File: config.mk
export PLATFORM = sky130hd
export DESIGN_NAME = avalon_st_sink_fifo
export DESIGN_NICKNAME = d
export VERILOG_FILES = /design/src/rtl/avalon_st_sink_fifo.sv
export SDC_FILE = /design/constraint.sdc
export NUM_CORES = 1
export LEC_CHECK = 0
export ABC_AREA = 0
export CAP_MARGIN = 10
export CORE_MARGIN = 4
export CORE_UTILIZATION = 35
export DETAILED_ROUTE_END_ITERATION = 10
export GPL_ROUTABILITY_DRIVEN = 1
export GPL_TIMING_DRIVEN = 0
export REMOVE_ABC_BUFFERS = 1
export SYNTH_ARGS = -nofsm -noshare
export SYNTH_HDL_FRONTEND = slang
export SYNTH_SLANG_ARGS = --single-unit
File: constraint.sdc
create_clock -name clk -period 7.3 [get_ports clk]
set_input_delay 1.46 -clock clk [delete_from_list [all_inputs] [get_ports clk]]
set_output_delay 1.46 -clock clk [all_outputs]
set_load 0.005 [all_outputs]
File: src/rtl/avalon_st_sink_fifo.sv
`default_nettype none
// ============================================================================
// Module  : avalon_st_sink_fifo
// Brief   : Ready-latency-1 Avalon-ST sink into a show-ahead FIFO with debug stats
// Revision: 1.0
// ============================================================================
module avalon_st_sink_fifo #(
    parameter int DEPTH = 4,
    parameter int AW    = 2
) (
    input  logic        clk,
    input  logic        resetn,
    input  logic        sink_en,
    input  logic        in_valid,
    input  logic [7:0]  in_data,
    output logic        in_ready,
    output logic        out_valid,
    output logic [7:0]  out_data,
    input  logic        out_ready,
    output logic [15:0] beat_count,
    output logic [7:0]  checksum,
    output logic        proto_err
);

    localparam logic [AW:0]   C_DEPTH  = (AW+1)'(DEPTH);
    localparam logic [AW:0]   C_HI_WM  = (AW+1)'(DEPTH - 2);
    localparam logic [AW:0]   C_CNT1   = (AW+1)'(1);
    localparam logic [AW-1:0] C_PTR1   = AW'(1);

    typedef enum logic {
        ST_STALL = 1'b0,
        ST_READY = 1'b1
    } rdy_state_e;

    rdy_state_e        rdy_state_q, rdy_state_d;
    logic              rdy_prev_q,  rdy_prev_d;
    logic [AW:0]       count_q,     count_d;
    logic [AW-1:0]     rd_ptr_q,    rd_ptr_d;
    logic [AW-1:0]     wr_ptr_q,    wr_ptr_d;
    logic [7:0]        out_data_q,  out_data_d;
    logic [15:0]       beat_count_q, beat_count_d;
    logic [7:0]        checksum_q,  checksum_d;
    logic              proto_err_q, proto_err_d;
    logic [7:0]        mem_q [DEPTH];

    logic              w_full;
    logic              w_pop;
    logic              w_wr_en;

    always_comb begin
        w_full       = (count_q == C_DEPTH);
        w_pop        = (count_q != '0) && out_ready;
        // A full FIFO still takes a beat when the head leaves on the same edge
        w_wr_en      = in_valid && (!w_full || w_pop);

        count_d      = count_q;
        rd_ptr_d     = rd_ptr_q;
        wr_ptr_d     = wr_ptr_q;
        out_data_d   = out_data_q;
        beat_count_d = beat_count_q;
        checksum_d   = checksum_q;
        proto_err_d  = proto_err_q;

        case ({w_wr_en, w_pop})
            2'b10:   count_d = count_q + C_CNT1;
            2'b01:   count_d = count_q - C_CNT1;
            default: count_d = count_q;
        endcase

        if (w_wr_en) begin
            wr_ptr_d     = wr_ptr_q + C_PTR1;
            beat_count_d = beat_count_q + 16'd1;
            checksum_d   = checksum_q + in_data;
        end
        if (w_pop) begin
            rd_ptr_d = rd_ptr_q + C_PTR1;
        end

        // Upstream launches on the ready it saw one cycle before the push edge
        if (in_valid && (!rdy_prev_q || !w_wr_en)) begin
            proto_err_d = 1'b1;
        end

        rdy_state_d = (sink_en && (count_d <= C_HI_WM)) ? ST_READY : ST_STALL;
        rdy_prev_d  = (rdy_state_q == ST_READY);

        // The new head may be the beat being written at this very edge
        if (count_d != '0) begin
            out_data_d = (w_wr_en && (wr_ptr_q == rd_ptr_d)) ? in_data : mem_q[rd_ptr_d];
        end
    end

    always_ff @(posedge clk or negedge resetn) begin
        if (!resetn) begin
            rdy_state_q  <= ST_STALL;
            rdy_prev_q   <= 1'b0;
            count_q      <= '0;
            rd_ptr_q     <= '0;
            wr_ptr_q     <= '0;
            out_data_q   <= 8'd0;
            beat_count_q <= 16'd0;
            checksum_q   <= 8'd0;
            proto_err_q  <= 1'b0;
        end else begin
            rdy_state_q  <= rdy_state_d;
            rdy_prev_q   <= rdy_prev_d;
            count_q      <= count_d;
            rd_ptr_q     <= rd_ptr_d;
            wr_ptr_q     <= wr_ptr_d;
            out_data_q   <= out_data_d;
            beat_count_q <= beat_count_d;
            checksum_q   <= checksum_d;
            proto_err_q  <= proto_err_d;
        end
    end

    always_ff @(posedge clk) begin
        if (w_wr_en) begin
            mem_q[wr_ptr_q] <= in_data;
        end
    end

    assign in_ready   = (rdy_state_q == ST_READY);
    assign out_valid  = (count_q != '0);
    assign out_data   = out_data_q;
    assign beat_count = beat_count_q;
    assign checksum   = checksum_q;
    assign proto_err  = proto_err_q;

endmodule
`default_nettype wire

Yosys cells after proc, flatten, opt, wreduce, memory -nomap -nowiden
Memories as Yosys holds them, arrays and structs flattened. A register that Yosys moved wholly into a read port is not among the register bits.
Index checks and enable logic that the tools add are counted.

storage, ports and cells
  register bits = 34
  bits in writable memories = 32
  bits of input ports = 13
  logic and storage cells = 36
  memories = 1

operators by class
  $add $sub $neg = 6
  magnitude comparators = 1
  equality and inequality tests = 3
  multiplexer cells = 5
  reduce and logical (&&, ||, !) cells = 12

memory list
  name   depth  width  rd ports  clocked after memory_dff  write ports  line  RTL
  mem_q  4      8      1         1                         1            44    logic [7:0] mem_q [DEPTH];

operators with widths
  cell                                                            number
  adder 16 x 1 -> 16 bit, second input constant                   1
  adder 8 bit                                                     1
  one-hot mux 3 bit (2 select lines)                              1
  nonzero test 3 bit                                              2
  adder 2 x 1 -> 2 bit, second input constant                     2
  logical AND 1 bit                                               4
  zero test 1 bit                                                 4
  adder 3 x 1 -> 3 bit, second input constant                     1
  == test 3 bit, second input constant                            1
  less-or-equal comparator 3 x 2 -> 1 bit, second input constant  1
  two-way mux 1 bit                                               3
  subtractor 3 x 1 -> 3 bit, second input constant                1
  == test 2 x 1 -> 1 bit, second input constant                   1
  == test 2 bit, second input constant                            1
  logical OR 1 bit                                                2
  two-way mux 2 bit                                               1

Depth between registers and ports, before layout
  word-level depth = 9
  depth in mapped cells = 10

Worst setup path after synthesis
OpenSTA, ideal clock, no wires.

  kind = input -> register
  from = input port out_ready
  to = register out_data_q[0], in the netlist out_data[0] (read register of mem_q)
  data arrival time = 3.524 ns
  path slack = 3.651 ns
  cell stages on the path = 9
  path buffers = 1
  path through = buf_2 > nand2b_1 > nor2b_1 > fa_1 > o221a_2 > a31oi_1 > o21ai_0 > nor3_2 > mux2_2

on the way
  cells in the longest elaborated chain, start to end = 6
  elaborated cells on any way between the ends = 8

RTL lines
  item                                                            line  RTL
  start, declared                                                 19    input logic out_ready,
  logical AND 1 bit (*)                                           52    w_pop = (count_q != '0) && out_ready;
  logical OR 1 bit                                                54    w_wr_en = in_valid && (!w_full || w_pop);
  logical AND 1 bit                                               54
  == test 2 x 1 -> 1 bit / == test 2 bit (equally long branches)  64    case ({w_wr_en, w_pop})
  one-hot mux 3 bit (2 select lines) (*)                          64
  net count_d[2]                                                  37    logic [AW:0] count_q, count_d;
  nonzero test 3 bit (*)                                          88    if (count_d != '0) begin
  end, declared                                                   40    logic [7:0] out_data_q, out_data_d;

Mark *: on every way through the listed nets, which the timed path passes. The rest lies on a longest branch.
A chain may end at the register's enable or synchronous reset.

Worst setup path after layout
  from = input port in_valid
  to = register out_data_q[7], in the netlist out_data[7] (read register of mem_q)

on the way
  cells in the longest elaborated chain, start to end = 4
  elaborated cells on any way between the ends = 5

RTL lines
  item                                                            line  RTL
  start, declared                                                 14    input logic in_valid,
  logical AND 1 bit (*)                                           54
  == test 2 x 1 -> 1 bit / == test 2 bit (equally long branches)  64
  one-hot mux 3 bit (2 select lines) (*)                          64
  net count_d[2]                                                  37
  nonzero test 3 bit (*)                                          88

Marks and branches as above.

==> summary.md <==
| Metric | Value |
|---|---|
| Status | finished, final reports clean |
| Finished Core Util | 0.4407 |
| Worst setup path class | in2reg |
| Cts hold-fix bufs | 0 |
| Most frequent cells in the layout | 46 x clkdlybuf4s50_1, 42 x dfrtp_1, 32 x edfxtp_1 |
| Worst Skew | 0.01089 ns |
| Final Total Pwr | 1.780 mW |
| Fraction of final layout cells sized beyond drive strength 1 | 0.1207 |
| WL/cell | 15.29 microns |
| I/O pins | 48 |
| Tmin final | 4.536 ns |
| Initial core utilization | 0.3574 |
| Final Cycle Share | 0.6214 |
| CP arrival | 4.77 ns |
| Cell Area, Placed | 0.004086 sq mm |
| 1st-iter DRT viols | 97 |
| CP Max Fanout | 16 |
| Worst-path clk slew | 0.08 ns |
| Via/cell ratio | 4.884 |
| DP Worst Slack | 2.340 ns |
| Max Cap Violations | 0 |
| Yosys warning count | 0 |
| PostCTS Resize Cnt | 0 |
| Clock power frac | 0.183 |
| Final setup margin | 2.764 ns |
| Final Wtd Congestion | 0.7516 |
| Total CTS buffers | 9 |
| PwrDens | 415.1 mW/mm^2 |
| Worst slew slack as a fraction of its limit | 0.3907 |
| Area delta synth->final | 23.32% |
| Finished Cell Area | 0.004288 sq mm |
| Core area | 0.009729 sq mm |
| Initial antenna violation count | 0 |
| CTS tree | built |
| FF+latch count, synth | 74 |
| Largest net degree at the start of global routing | 37 |
| Commonest non-fill, non-tap cell in the layout | clkdlybuf4s50_1 |
| Register area | 0.002012 sq mm |
| Leakage | 1.673 nW |
| Filler cells | 945 |
| # nets final | 345 |
| Combinational share of power | 0.437 |
| Setup crit end kind | register |
| Post-route ant nets | 0 |
| First-pass GRT wire length | 11540 microns |
| Die Wd | 107.7 microns |
| Power Internal | 1.143 mW |
| Synth Instances | 268 |
| Post-synth EDFFs | 32 |
| Final Setup Violations | 0 |
| Number of setup buffers added after CTS | 0 |
| Worst hold path class | reg2reg |
| Setup tns final | 0 ns |
| Die area | 0.01159 sq mm |
| Final WL | 6970 microns |
| Antenna cells | 0 |
| Main synth FF type | dfrtp_1 |
| IR drop worst, VDD | 0.1338 mV |
| Dpl hpwl | 4703 microns |
| Vias in the first global route | 2336 |
| First-pass DRT Iterations | 4 |
| Root buffer cell | clkbuf_8 |
| WHS Path Cells | 0 |
| Length in cells of the worst reg-to-reg path | 8 |
| Synth async-reset ratio | 0.5676 |
| Number of unique standard cell types used by synthesis | 47 |
| Hold path start | in_ready$_DFF_PN0_ |
| CTS Buffer Depth | 2 |
| Vias | 2227 |
| Sw power | 0.6366 mW |
| Switching share of power | 0.3577 |
| Final hold violations | 0 |
| Crit path launch type | primary input |
| Post-synthesis sequential area ratio | 0.5786 |
| Worst R2R Start | count_q[0]$_DFF_PN0_ |
| Worst skew pair latency | 0.35 ns |
| Reg power frac | 0.380 |
| Std cell rows | 36 |
| Least-Margin Pin Slew | 0.9090 ns |
| Syn avg cell area | 12.97 sq um |
| Grt total ovfl | 0 |
| Worst endpoint required time | 7.54 ns |
| H-tree depth | 3 |
| Die Y | 107.7 microns |
| Unrepaired setup endpoints after global routing | false |
| Post-synthesis cell area | 0.003477 sq mm |
| Clk sinks | 74 |
| Global Route Usage Sum | 0.1304 |
| Beginning of the critical path | in_valid |
| DRC errors left | 0 |
| FMAX | 0.2204 GHz |
| PortBufs | 47 |
| Multi-input logic area | 0.001389 sq mm |
| Final Max Tran Viols | 0 |
## cells in the mapped netlist (all sizes together) (2+ instances only)
library cell | number | area [sq um]
mux2 | 16 | 180.2
o21a | 2 | 15.01
xnor2 | 20 | 201.5
mux2i | 8 | 80.08
inv | 9 | 33.78
nor3 | 3 | 31.28
and3 | 5 | 31.28
buf | 8 | 38.78
nor2 | 9 | 33.78
or3 | 2 | 12.51
o21ai | 12 | 60.06
nor2b | 2 | 12.51
xor2 | 7 | 61.31
edfxtp | 32 | 960.9
dfrtp | 42 | 1051
nand3 | 3 | 15.01
and2 | 2 | 12.51
nand4 | 6 | 37.54
a221oi | 8 | 70.07
a21o | 2 | 15.01
a211oi | 2 | 15.01
fa | 2 | 40.04
nand2 | 24 | 92.59
ha | 12 | 150.1
a21oi | 12 | 60.06
nand2b | 2 | 12.51
o31ai | 4 | 35.03
## power groups by stage
stage / registers [mW] / logic, mW / clock network [mW]
2_1_floorplan: 0.673 / 0.510 / 0
3_3_place_gp: 0.685 / 0.777 / 0
3_5_place_dp: 0.688 / 0.794 / 0
4_1_cts: 0.680 / 0.797 / 0.334
5_1_grt: 0.698 / 0.880 / 0.349
6_report: 0.677 / 0.778 / 0.325
## state kept, by name (all words and copies together) (netlist names)
signal	flops
mem_q	32
beat_count	16
checksum	8
out_data	8
count_q	3
rd_ptr_q	2
wr_ptr_q	2
in_ready	1
proto_err	1
rdy_prev_q	1
## cell families after synthesis
| kind of cell | after synthesis | synth area share |
|---|---|---|
| XOR/XNOR | 27 | 0.07557 |
| multiplexers | 24 | 0.07485 |
| adder cells (fa/ha/maj) | 14 | 0.05470 |
| buffers and inverters | 18 | 0.02195 |
| AO/OA/AOI/OAI | 50 | 0.1033 |
| AND/OR/NAND/NOR | 61 | 0.09104 |
| flip-flops | 74 | 0.5786 |
## worst max-delay path, cell delays in order
cell             delay (ns)
clkdlybuf4s50_1        0.82
nand2b_1               0.23
nor2b_1                0.08
fa_1                   0.42
o221a_2                0.31
a31oi_1                0.14
o21ai_0                0.18
nor3_2                 0.72
mux2_2                 0.41
## per-stage QoR
stage                     hold slack (ns)  cells
after floorplan                    0.3757    259
after global placement             0.3798    439
after detailed placement           0.3789    440
after CTS                          0.3915    456
after global routing               0.4065    456
final                              0.3821    456
## layer usage
layer / GRT usage / wire (microns) / vias to the layer above
met1: 0.1640 / 3179 / 1098
met2: 0.2029 / 3228 / 42
li1: - / - / 1077
met3: 0.04619 / 440 / 10
met4: 0.05591 / 121 / 0
met5: 0 / 0 / -
## final cells by class
class	instances	area share
well taps	133	0.03881
clock inverters	7	0.01809
flip-flops and latches	74	0.4692
clock buffers	9	0.02889
inverters	9	0.007879
multi-input cells	176	0.3239
repair buffers	48	0.1132
## worst paths after layout
path	to	slack, ns
max	out_data[7]$_DFFE_PN0P_	2.76
min	rdy_prev_q$_DFF_PN0_	0.38
max reg2reg	out_data[7]$_DFFE_PN0P_	3.93
min reg2reg	rdy_prev_q$_DFF_PN0_	0.38
max in group asynchronous	out_data[0]$_DFFE_PN0P_	5.88
min in group asynchronous	out_data[6]$_DFFE_PN0P_	0.94
Note: power is estimated with default switching activity, not from simulation.
